===== src/rtl/sigmoid_lut_fetcher_if.sv =====
// Handshake and ROM bus bundle for the sigmoid LUT fetcher.
// master = environment (producer, ROM, interpolator); slave = the fetcher.
interface sigmoid_lut_fetcher_if #(
  parameter int DATA_WIDTH = 8,
  parameter int ADDR_WIDTH = 5
);
  logic                  in_valid;
  logic                  in_ready;
  logic [DATA_WIDTH-1:0] x;
  logic                  rom_en;
  logic [ADDR_WIDTH-1:0] rom_addr;
  logic [DATA_WIDTH-1:0] rom_data;
  logic                  out_valid;
  logic                  out_ready;
  logic [DATA_WIDTH-1:0] base;
  logic [DATA_WIDTH-1:0] next_data;
  logic [DATA_WIDTH-1:0] change;
  logic [DATA_WIDTH-1:0] remaining;

  modport master (
    output in_valid, x, rom_data, out_ready,
    input  in_ready, rom_en, rom_addr, out_valid,
           base, next_data, change, remaining
  );

  modport slave (
    input  in_valid, x, rom_data, out_ready,
    output in_ready, rom_en, rom_addr, out_valid,
           base, next_data, change, remaining
  );
endinterface


===== src/rtl/sigmoid_lut_fetcher.sv =====
// Splits a signed fixed-point activation into table index and fraction, reads the
// two bracketing sigmoid table entries and presents interpolation operands.
module sigmoid_lut_fetcher #(
  parameter int DATA_WIDTH = 8,
  parameter int FRAC_BITS  = 4,
  parameter int ADDR_WIDTH = 5
) (
  input  logic                 clk,
  input  logic                 rst,
  sigmoid_lut_fetcher_if.slave bus
);

  typedef enum logic [1:0] {IDLE, RD_NEXT, CAPTURE, HOLD} state_t;

  state_t                state_q, state_d;
  logic [ADDR_WIDTH-1:0] idx_q, idx_d;
  logic [FRAC_BITS-1:0]  frac_q, frac_d;
  logic                  in_ready_q, in_ready_d;
  logic                  rom_en_q, rom_en_d;
  logic [ADDR_WIDTH-1:0] rom_addr_q, rom_addr_d;
  logic                  out_valid_q, out_valid_d;
  logic [DATA_WIDTH-1:0] base_q, base_d;
  logic [DATA_WIDTH-1:0] next_q, next_d;
  logic [DATA_WIDTH-1:0] change_q, change_d;
  logic [DATA_WIDTH-1:0] remaining_q, remaining_d;
  logic [ADDR_WIDTH-1:0] idx_in;

  // Adding the half-range bias to the signed integer part is the same as
  // inverting its sign bit, so -128..127 lands on 0..15 without an adder.
  assign idx_in = ADDR_WIDTH'({~bus.x[DATA_WIDTH-1], bus.x[DATA_WIDTH-2:FRAC_BITS]});

  always_comb begin
    // NOTE: every variable gets its hold value first so no path leaves it unassigned (no latches).
    state_d     = state_q;
    idx_d       = idx_q;
    frac_d      = frac_q;
    in_ready_d  = in_ready_q;
    rom_en_d    = rom_en_q;
    rom_addr_d  = rom_addr_q;
    out_valid_d = out_valid_q;
    base_d      = base_q;
    next_d      = next_q;
    change_d    = change_q;
    remaining_d = remaining_q;

    case (state_q)
      IDLE: begin
        if (bus.in_valid && in_ready_q) begin
          idx_d      = idx_in;
          frac_d     = bus.x[FRAC_BITS-1:0];
          in_ready_d = 1'b0;
          rom_en_d   = 1'b1;
          rom_addr_d = idx_in;
          state_d    = RD_NEXT;
        end
      end
      RD_NEXT: begin
        // The top index is 15, so idx+1 = 16 still fits the 17-entry table.
        rom_addr_d = idx_q + ADDR_WIDTH'(1);
        base_d     = bus.rom_data;
        state_d    = CAPTURE;
      end
      CAPTURE: begin
        rom_en_d    = 1'b0;
        next_d      = bus.rom_data;
        change_d    = bus.rom_data - base_q;
        remaining_d = DATA_WIDTH'(frac_q);
        out_valid_d = 1'b1;
        state_d     = HOLD;
      end
      HOLD: begin
        if (bus.out_ready) begin
          out_valid_d = 1'b0;
          in_ready_d  = 1'b1;
          state_d     = IDLE;
        end
      end
      default: state_d = IDLE;
    endcase
  end

  // NOTE: sequential state uses non-blocking assignments so every register samples pre-edge values.
  always_ff @(posedge clk) begin
    if (rst) begin
      state_q     <= IDLE;
      idx_q       <= '0;
      frac_q      <= '0;
      in_ready_q  <= 1'b1;
      rom_en_q    <= 1'b0;
      rom_addr_q  <= '0;
      out_valid_q <= 1'b0;
      base_q      <= '0;
      next_q      <= '0;
      change_q    <= '0;
      remaining_q <= '0;
    end else begin
      state_q     <= state_d;
      idx_q       <= idx_d;
      frac_q      <= frac_d;
      in_ready_q  <= in_ready_d;
      rom_en_q    <= rom_en_d;
      rom_addr_q  <= rom_addr_d;
      out_valid_q <= out_valid_d;
      base_q      <= base_d;
      next_q      <= next_d;
      change_q    <= change_d;
      remaining_q <= remaining_d;
    end
  end

  assign bus.in_ready  = in_ready_q;
  assign bus.rom_en    = rom_en_q;
  assign bus.rom_addr  = rom_addr_q;
  assign bus.out_valid = out_valid_q;
  assign bus.base      = base_q;
  assign bus.next_data = next_q;
  assign bus.change    = change_q;
  assign bus.remaining = remaining_q;

endmodule


===== src/flat_wrapper.sv =====
// flat-port wrapper written by rule: the top's interface ports become plain ports
module sigmoid_lut_fetcher_flat 
#(
  parameter int DATA_WIDTH = 8,
  parameter int FRAC_BITS  = 4,
  parameter int ADDR_WIDTH = 5
)
  (clk, rst, bus_in_valid, bus_x, bus_rom_data, bus_out_ready, bus_in_ready, bus_rom_en, bus_rom_addr, bus_out_valid, bus_base, bus_next_data, bus_change, bus_remaining);
  sigmoid_lut_fetcher_if #(.DATA_WIDTH(DATA_WIDTH), .ADDR_WIDTH(ADDR_WIDTH)) bus_i ();
  input  logic clk;
  input  logic rst;
  input wire logic [$bits(bus_i.in_valid)-1:0] bus_in_valid;
  input wire logic [$bits(bus_i.x)-1:0] bus_x;
  input wire logic [$bits(bus_i.rom_data)-1:0] bus_rom_data;
  input wire logic [$bits(bus_i.out_ready)-1:0] bus_out_ready;
  output wire logic [$bits(bus_i.in_ready)-1:0] bus_in_ready;
  output wire logic [$bits(bus_i.rom_en)-1:0] bus_rom_en;
  output wire logic [$bits(bus_i.rom_addr)-1:0] bus_rom_addr;
  output wire logic [$bits(bus_i.out_valid)-1:0] bus_out_valid;
  output wire logic [$bits(bus_i.base)-1:0] bus_base;
  output wire logic [$bits(bus_i.next_data)-1:0] bus_next_data;
  output wire logic [$bits(bus_i.change)-1:0] bus_change;
  output wire logic [$bits(bus_i.remaining)-1:0] bus_remaining;
  assign bus_i.in_valid = bus_in_valid;
  assign bus_i.x = bus_x;
  assign bus_i.rom_data = bus_rom_data;
  assign bus_i.out_ready = bus_out_ready;
  assign bus_in_ready = bus_i.in_ready;
  assign bus_rom_en = bus_i.rom_en;
  assign bus_rom_addr = bus_i.rom_addr;
  assign bus_out_valid = bus_i.out_valid;
  assign bus_base = bus_i.base;
  assign bus_next_data = bus_i.next_data;
  assign bus_change = bus_i.change;
  assign bus_remaining = bus_i.remaining;
  sigmoid_lut_fetcher #(.DATA_WIDTH(DATA_WIDTH), .FRAC_BITS(FRAC_BITS), .ADDR_WIDTH(ADDR_WIDTH)) u_core (.clk(clk), .rst(rst), .bus(bus_i));
endmodule

===== config.mk =====
export PLATFORM = sky130hd
export DESIGN_NAME = sigmoid_lut_fetcher_flat
export DESIGN_NICKNAME = d
export VERILOG_FILES = /design/src/rtl/sigmoid_lut_fetcher_if.sv /design/src/rtl/sigmoid_lut_fetcher.sv /design/src/flat_wrapper.sv
export SDC_FILE = /design/constraint.sdc
export NUM_CORES = 1
export LEC_CHECK = 0
export CELL_PAD_IN_SITES_DETAIL_PLACEMENT = 1
export CELL_PAD_IN_SITES_GLOBAL_PLACEMENT = 2
export CORE_MARGIN = 2
export CORE_UTILIZATION = 30
export CTS_CLUSTER_SIZE = 30
export DETAILED_ROUTE_END_ITERATION = 16
export PLACE_DENSITY_LB_ADDON = 0.15
export SYNTH_ARGS = -nofsm -noshare
export SYNTH_HDL_FRONTEND = slang
export SYNTH_SLANG_ARGS = --single-unit

===== constraint.sdc =====
create_clock -name clk -period 4.7 [get_ports clk]
set_input_delay 0.705 -clock clk [delete_from_list [all_inputs] [get_ports clk]]
set_output_delay 0.705 -clock clk [all_outputs]
set_load 0.01 [all_outputs]

Yosys cells after proc, flatten, opt, wreduce, memory -nomap -nowiden
Cells that the tools add are included.
- flip-flop bits (word level): 46
- input port bits: 20
- output and inout port bits: 40
- logic and storage cells: 43
- $add $sub $neg: 2
- eq/ne operators: 5
- mux-type cells: 12
- bitwise gates (word level): 1
- reductions and logical operators: 12
- operators by type and width (operator ; count):
    one-hot mux 5 bit (2 select lines) ; 1
    AND reduction 2 bit ; 5
    one-hot mux 2 bit (4 select lines) ; 1
    nonzero test 2 bit ; 4
    subtractor 8 bit ; 1
    one-hot mux 1 bit (2 select lines) ; 3
    adder 4 x 1 -> 5 bit (second input constant) ; 1
    2-to-1 mux 5 bit ; 1
    equality test 2 bit (second input constant) ; 2
    2-to-1 mux 1 bit ; 4
    2-to-1 mux 2 bit ; 2
    AND reduction 3 bit ; 1
    equality test 2 x 1 -> 1 bit (second input constant) ; 1
    logical NOT 2 bit ; 1
    != test 2 x 1 -> 1 bit (second input constant) ; 1
    != test 2 bit (second input constant) ; 1
    logical AND 1 bit ; 1
    NOT 1 bit ; 1

Depth between registers and ports, before layout
Gate-level depths: netlist of run 1.
- depth in word-level cells: 3
- mapped depth: 8
- gate-level depth less buffers: 8

Worst setup path before layout of run 1
No wires, ideal clock.
- path kind: input port to flip-flop
- from: input bus_rom_data[0]
- to: register u_core.change_q[6] (netlist: u_core.bus.change[6])
- library setup time: 127 ps
- data arrival time: 2128 ps
- required time: 4573 ps
- slack: 2445 ps
- cell stages on the path: 8
- buffers on the path: 0
- cell sequence: inv_1 -> ha_1 -> inv_1 -> fa_1 -> a21o_1 -> a211oi_2 -> nor4_1 -> or3b_1
- word-level cells in the longest chain between the ends: 1
- RTL lines (element ; line ; source):
    from (decl) ; flat_wrapper.sv:14 ; input wire logic [$bits(bus_i.rom_data)-1:0] bus_rom_data;
    subtractor 8 bit ; sigmoid_lut_fetcher.sv:66 ; change_d = bus.rom_data - base_q;
    to (signal assigned) ; sigmoid_lut_fetcher.sv:106 ; change_q <= change_d;
    to (decl) ; sigmoid_lut_fetcher.sv:24 ; logic [DATA_WIDTH-1:0] change_q, change_d;
Every way passes these cells.
A chain may end at the register's enable or synchronous reset.

Worst setup path in the final report of run 1
Same ends and word-level chain as after synthesis.

==> flow_summary_export.csv, run 1 <==
group,metric,value,unit
finish,ratio_of_cells_with_drive_above_1_in_the_final_layout,0.0567,
clock_network,hold_buf_cts,0,
die,die_area,8070,µm²
power,power.combinational.fraction,0.471,
power,netSwitchingFraction,0.376,
detailed_routing,detail_route.vias_per_cell,4.62,
place,port-buffer-count,55,
clock_network,clockBufferDepth,2,
flow_run,timing.max_cap.violations,0,
detailed_routing,drt_iter0_markers,39,
finish,area_growth,31.9,%
timing,maxSlewHeadroom,0.447,
synth,postSynthAreaPerCell,8.95,µm²
clock_network,numCtsBuffers,5,
detailed_routing,routed-via-count,1842,
power,pwr_density_cell,527,nW/µm²
finish,most_common_cell_after_layout_fill_and_taps_aside,"clkdlybuf4s50_1",
setup_path,timing_worst_setup_path_type,"in2reg",
timing,skew,0.0101,ns
synth,ys_async_sr_fraction,0,
power,p_leak,1.08,nW
clock_network,clockRootBuffer,"clkbuf_8",
timing,timing.final.crit_share,0.542,
synth,synth-warning-count,0,
power,share_clk_of_total_power,0.166,
clock_network,clock_sink_count,46,
synth,number_of_standard_cells_after_synthesis,247,
finish,top_library_cells_by_usage_in_the_layout_fill_and_taps_aside,"54 x clkdlybuf4s50_1, 46 x dfxtp_1, 38 x nor2_1",
setup_path,setup_crit_end_kind,"register",
power,internal_power,0.958,mW
grt,grt_pass1_vias,1971,
timing,worst_pin_slew,0.829,ns
finish,filler_cell_count_in_the_final_layout,824,
timing,finalCriticalPeriod,2.55,ns
detailed_routing,drc_errors,0,
detailed_routing,drtAntennaViolNets,0,
power,pwr-share-seq,0.364,
power,netSwitchingPower,0.578,mW
place,gp_routability_congestion,0.710,
synth,synth_area,2210,µm²
synth,yosys_register_bits,46,
finish,final-seq-area,921,µm²
detailed_routing,met3_length,163,µm
die,floorplan.rows,31,
min_path,path_type_of_the_worst_min_delay_path,"reg2reg",
finish,antenna_cells,0,
setup_path,worstPathRequired,4.88,ns
setup_path,timing.critical_path.from_type,"primary input",
grt,grt-ovfl-total,0,
timing,fin_tns_setup,0,ns
grt,grt_max_degree,48,
grt,antenna_found_initial,0,
detailed_routing,maxUsedRoutingLayer,"met4",
timing,hold_viol,0,
synth,dominantRegCellSynth,"dfxtp_1",
die,core_area,7180,µm²
die,design.portCount,60,
min_path,hold_start,"u_core.frac_q[0]",
finish,final_core_util,0.406,
timing,worst_slack,2.15,ns
synth,synth_edf_count,0,
die,die_y,89.8,µm
power,vdd_ir_drop_max,0.000194,V
place,place_worst_setup_slack,1.81,ns
detailed_routing,drt-wirelength-per-cell,13.7,µm
place,hpwl,3.78,mm
die,initial_core_util,0.308,
clock_network,worst_setup_hold_path_clk_slew,0.09,ns
setup_path,max_fanout_on_critical_path,3,
timing,maxSlewViolCount,0,
setup_path,reg2reg_from,"u_core.state_q[1]",
clock_network,post-cts-setup-buffers,0,
grt,grt_util_all_layers,0.141,
detailed_routing,postRouteWirelength,5.45,mm
die,die_width,89.8,µm
finish,multiInputGateArea,1160,µm²
finish,design.final.nets,333,
clock_network,cts-resized-gates,0,
setup_path,timing.critical_path.from,"bus_rom_data[0]",
clock_network,tritoncts,"yes",
detailed_routing,first_pass_iters,4,
timing,timing.fmax,393,MHz
detailed_routing,wl_met1,2.53,mm
synth,netlist-cell-type-count,41,
timing,final-setup-viol-count,0,
timing,rsz0062_at_grt,"no",
setup_path,crit_arrival,2.73,ns
detailed_routing,dr_wl_met2,2.71,mm
clock_network,clock_latency,0.30,ns
grt,grt_pass1_wl,9.31,mm
clock_network,htreeDepth,2,
synth,synth-seq-area-share,0.417,
run_status,result_of_the_run,"finished, final reports clean",
## per-stage QoR
step,total power [mW],cells,hold WS [ns],area [µm²]
finish,1.54,399,0.460,2920
global route,1.67,399,0.482,2920
CTS,1.57,399,0.466,2920
detailed placement,1.31,391,0.452,2820
global placement,1.30,391,0.447,2820
floorplan,1.03,250,0.436,2220
## state kept, by name, summed over array words and instances (netlist names), 2 cells and up
name,count
u_core.bus.remaining,4
u_core.bus.change,8
u_core.state_q,2
u_core.bus.next_data,8
u_core.frac_q,4
u_core.bus.rom_addr,5
u_core.idx_q,4
u_core.bus.base,8
## power by group through the flow
stage / logic, mW / clock network (mW) / registers, mW
after floorplan: 0.435 / 0 / 0.593
after global placement: 0.730 / 0 / 0.567
after detailed placement: 0.737 / 0 / 0.569
after CTS: 0.741 / 0.272 / 0.562
after global routing: 0.811 / 0.287 / 0.575
final: 0.723 / 0.254 / 0.559
## path summary, 6_finish.rpt
path                                                to  slack [ns]  depth (start not counted)
worst min-delay path                  u_core.frac_q[0]        0.46                          2
worst min register to register        u_core.frac_q[0]        0.46                          2
worst max register to register  u_core.bus.rom_addr[4]        2.53                          6
worst max-delay path              u_core.bus.change[6]        2.15                          9
## worst max-delay path, cell delays in order
cell and delay (ns):
clkdlybuf4s50_1 0.44, inv_1 0.07, ha_1 0.17, inv_1 0.06, fa_1 0.40, a21o_1 0.20
a211oi_2 0.25, nor4_1 0.08, or3b_1 0.35
## layer usage
layer | track usage | vias up
met5 | 0 | -
met4 | 0.0462 | 0
met3 | 0.0268 | 4
met2 | 0.251 | 35
met1 | 0.172 | 873
li1 | - | 930
## cell families after synthesis
family | share of synthesized area
AO/OA/AOI/OAI | 0.139
adder cells (fa/ha/maj) | 0.0826
AND/OR/NAND/NOR | 0.158
multiplexers | 0.118
buffers and inverters | 0.0639
XOR/XNOR | 0.0198
other | 0.00170
flip-flops | 0.417
## Yosys cell counts, types with 3 or more instances
master	count	area (µm²)
buf_1	4	15.0
buf_4	6	45.0
a21oi_1	16	80.1
o21a_1	3	22.5
nand3_1	3	15.0
nor4b_1	3	26.3
mux2i_1	25	250
a211oi_1	8	60.1
nor2_1	38	143
nand2_1	22	82.6
inv_1	14	52.6
xnor2_1	3	26.3
ha_1	13	163
buf_2	5	25.0
o21ai_0	6	30.0
dfxtp_1	46	921
## layout make-up
class	count	share of cell area
sequential	46	0.316
inverter	15	0.0193
multi-input combinational	174	0.398
timing repair buffer	57	0.192
tap	99	0.0425
clock buffer	6	0.0283
clock inverter	2	0.00429
No activity file was read; power rests on OpenSTA's default activity.
==> run 2: changes to the inputs <==
--- a/config.mk
+++ b/config.mk
@@ -8,7 +8,7 @@
 export CELL_PAD_IN_SITES_DETAIL_PLACEMENT = 1
 export CELL_PAD_IN_SITES_GLOBAL_PLACEMENT = 2
 export CORE_MARGIN = 2
-export CORE_UTILIZATION = 30
+export CORE_UTILIZATION = 25
 export CTS_CLUSTER_SIZE = 30
 export DETAILED_ROUTE_END_ITERATION = 16
 export PLACE_DENSITY_LB_ADDON = 0.15
==> constraint.sdc (replaced) <==
create_clock -name clk -period 2.15 [get_ports clk]
set_input_delay 0.3225 -clock clk [delete_from_list [all_inputs] [get_ports clk]]
set_output_delay 0.3225 -clock clk [all_outputs]
set_load 0.01 [all_outputs]
==> run 2 against run 1 <==
  * Critical endpoint unchanged
  * Hold slack lost 0.052 ns
  * Count of clock-buffer cells in the layout is 1 higher
  * Sequential power increased by 120%
  * First-iteration DRC count down 21%
  * Routed wire length up 7.1%
  * Critical path type unchanged
==> flow_summary_export.csv, run 2 (synthesis results as in run 1) <==
group,metric,value,unit
clock_network,worst_setup_hold_path_clk_slew,0.09,ns
flow_run,timing.max_cap.violations,0,
place,hpwl,4.25,mm
timing,timing.fmax,479,MHz
clock_network,clockRootBuffer,"clkbuf_8",
detailed_routing,routed-via-count,1921,
die,initial_core_util,0.256,
power,pwr_density_cell,1160,nW/µm²
place,port-buffer-count,55,
grt,grt_max_degree,32,
die,floorplan.rows,34,
timing,maxSlewViolCount,0,
timing,hold_slack,0.408,ns
detailed_routing,drt-wirelength-per-cell,13.8,µm
finish,area_growth,38.0,%
grt,grt-ovfl-total,0,
die,design.portCount,60,
setup_path,max_fanout_on_critical_path,2,
clock_network,clockBufferDepth,2,
detailed_routing,drc_errors,0,
finish,antenna_cells,0,
detailed_routing,drt_iter0_markers,31,
power,vdd_ir_drop_max,0.000340,V
die,die_area,9610,µm²
die,core_area,8640,µm²
finish,top_library_cells_by_usage_in_the_layout_fill_and_taps_aside,"54 x clkdlybuf4s50_1, 46 x dfxtp_1, 38 x nor2_1",
clock_network,clock_sink_count,46,
timing,final-setup-viol-count,0,
grt,grt_pass1_vias,2043,
die,die_width,98.0,µm
clock_network,clock_latency,0.30,ns
detailed_routing,postRouteWirelength,5.84,mm
clock_network,tritoncts,"yes",
timing,timing.final.crit_share,0.971,
clock_network,numCtsBuffers,5,
min_path,path_type_of_the_worst_min_delay_path,"in2reg",
grt,grt_pass1_wl,9.87,mm
finish,most_common_cell_after_layout_fill_and_taps_aside,"clkdlybuf4s50_1",
run_status,result_of_the_run,"finished, final reports clean",
finish,final_core_util,0.353,
detailed_routing,detail_route.vias_per_cell,4.54,
detailed_routing,first_pass_iters,4,
grt,grt_util_all_layers,0.126,
grt,antenna_found_initial,0,
setup_path,crit_arrival,2.28,ns
setup_path,worstPathRequired,2.34,ns
die,die_y,98.0,µm
detailed_routing,drtAntennaViolNets,0,
timing,skew,0.00556,ns
clock_network,htreeDepth,2,
finish,design.final.nets,348,
setup_path,timing.critical_path.from_type,"primary input",
place,gp_routability_congestion,0.758,
finish,ratio_of_cells_with_drive_above_1_in_the_final_layout,0.0952,
power,p_leak,1.16,nW
setup_path,timing_worst_setup_path_type,"in2reg",
setup_path,setup_crit_end_kind,"register",
timing,finalCriticalPeriod,2.09,ns
timing,hold_viol,0,
==> run 2: changes by cell type in the layout (fill, tap and decap cells not counted) <==
cell and change:
clkinvlp_4 -1, buf_4 +15, clkbuf_8 -1, bufinv_16 +1
clkbuf_1 +2, clkinv_2 -1
==> run 2: timing repair <==
item | 4_1_cts | 5_1_grt
hold buffers | 0 | 0
endpoints found under the setup margin | 0 | 1
resized for setup | 0 | 0
buffers inserted | 0 | 1
==> run 2: cell type report <==
cell class,instances,area (µm²)
flip-flops and latches,46,921
repair buffers,72,673
inverters,15,56.3
fillers,1018,5580
clock buffers,7,76.3
multi-input cells,174,1160
clock inverters,1,30.0
well taps,108,135
==> run 2: per-layer routing <==
metal,part of all wire,GRT usage
met1,0.47,0.159
met2,0.49,0.222
met3,0.036,0.0251
met4,0.0079,0.0288
met5,0,0
==> run 2: worst max-delay path, stage by stage <==
cell and delay [ns]:
clkdlybuf4s50_1 0.42, inv_1 0.07, ha_1 0.15, inv_1 0.05, fa_1 0.41, a21o_1 0.20, a211oi_2 0.23, nor4_1 0.08
or3b_1 0.34
==> run 2: stage by stage <==
stage	cells	instance area (µm²)	TNS, ns	setup WS, ns	power, mW
final	423	3050	0	0.0614	3.55
after global placement	414	2940	-0.285	-0.255	2.93
after detailed placement	414	2940	-0.337	-0.277	2.95
after floorplan	250	2220	0	0.225	2.25
after CTS	422	3040	0	0.0453	3.62
after global routing	423	3050	-0.0130	-0.0130	3.85
==> run 2: report_power, final <==
part | switching (mW) | internal (mW)
combinational | 0.846 | 0.833
sequential | 0.148 | 1.07
clock | 0.305 | 0.349
==> run 2: path summary, 6_finish.rpt <==
| kind | slack (ns) | cells past startpoint | end | from |
|---|---|---|---|---|
| worst max-delay path | 0.06 | 9 | u_core.bus.change[6] | bus_rom_data[0] |
| worst min-delay path | 0.41 | 3 | u_core.bus.in_ready | rst |
| worst max register to register | 0.19 | 7 | u_core.bus.change[6] | u_core.bus.base[0] |
| worst min register to register | 0.46 | 2 | u_core.frac_q[3] | u_core.frac_q[3] |
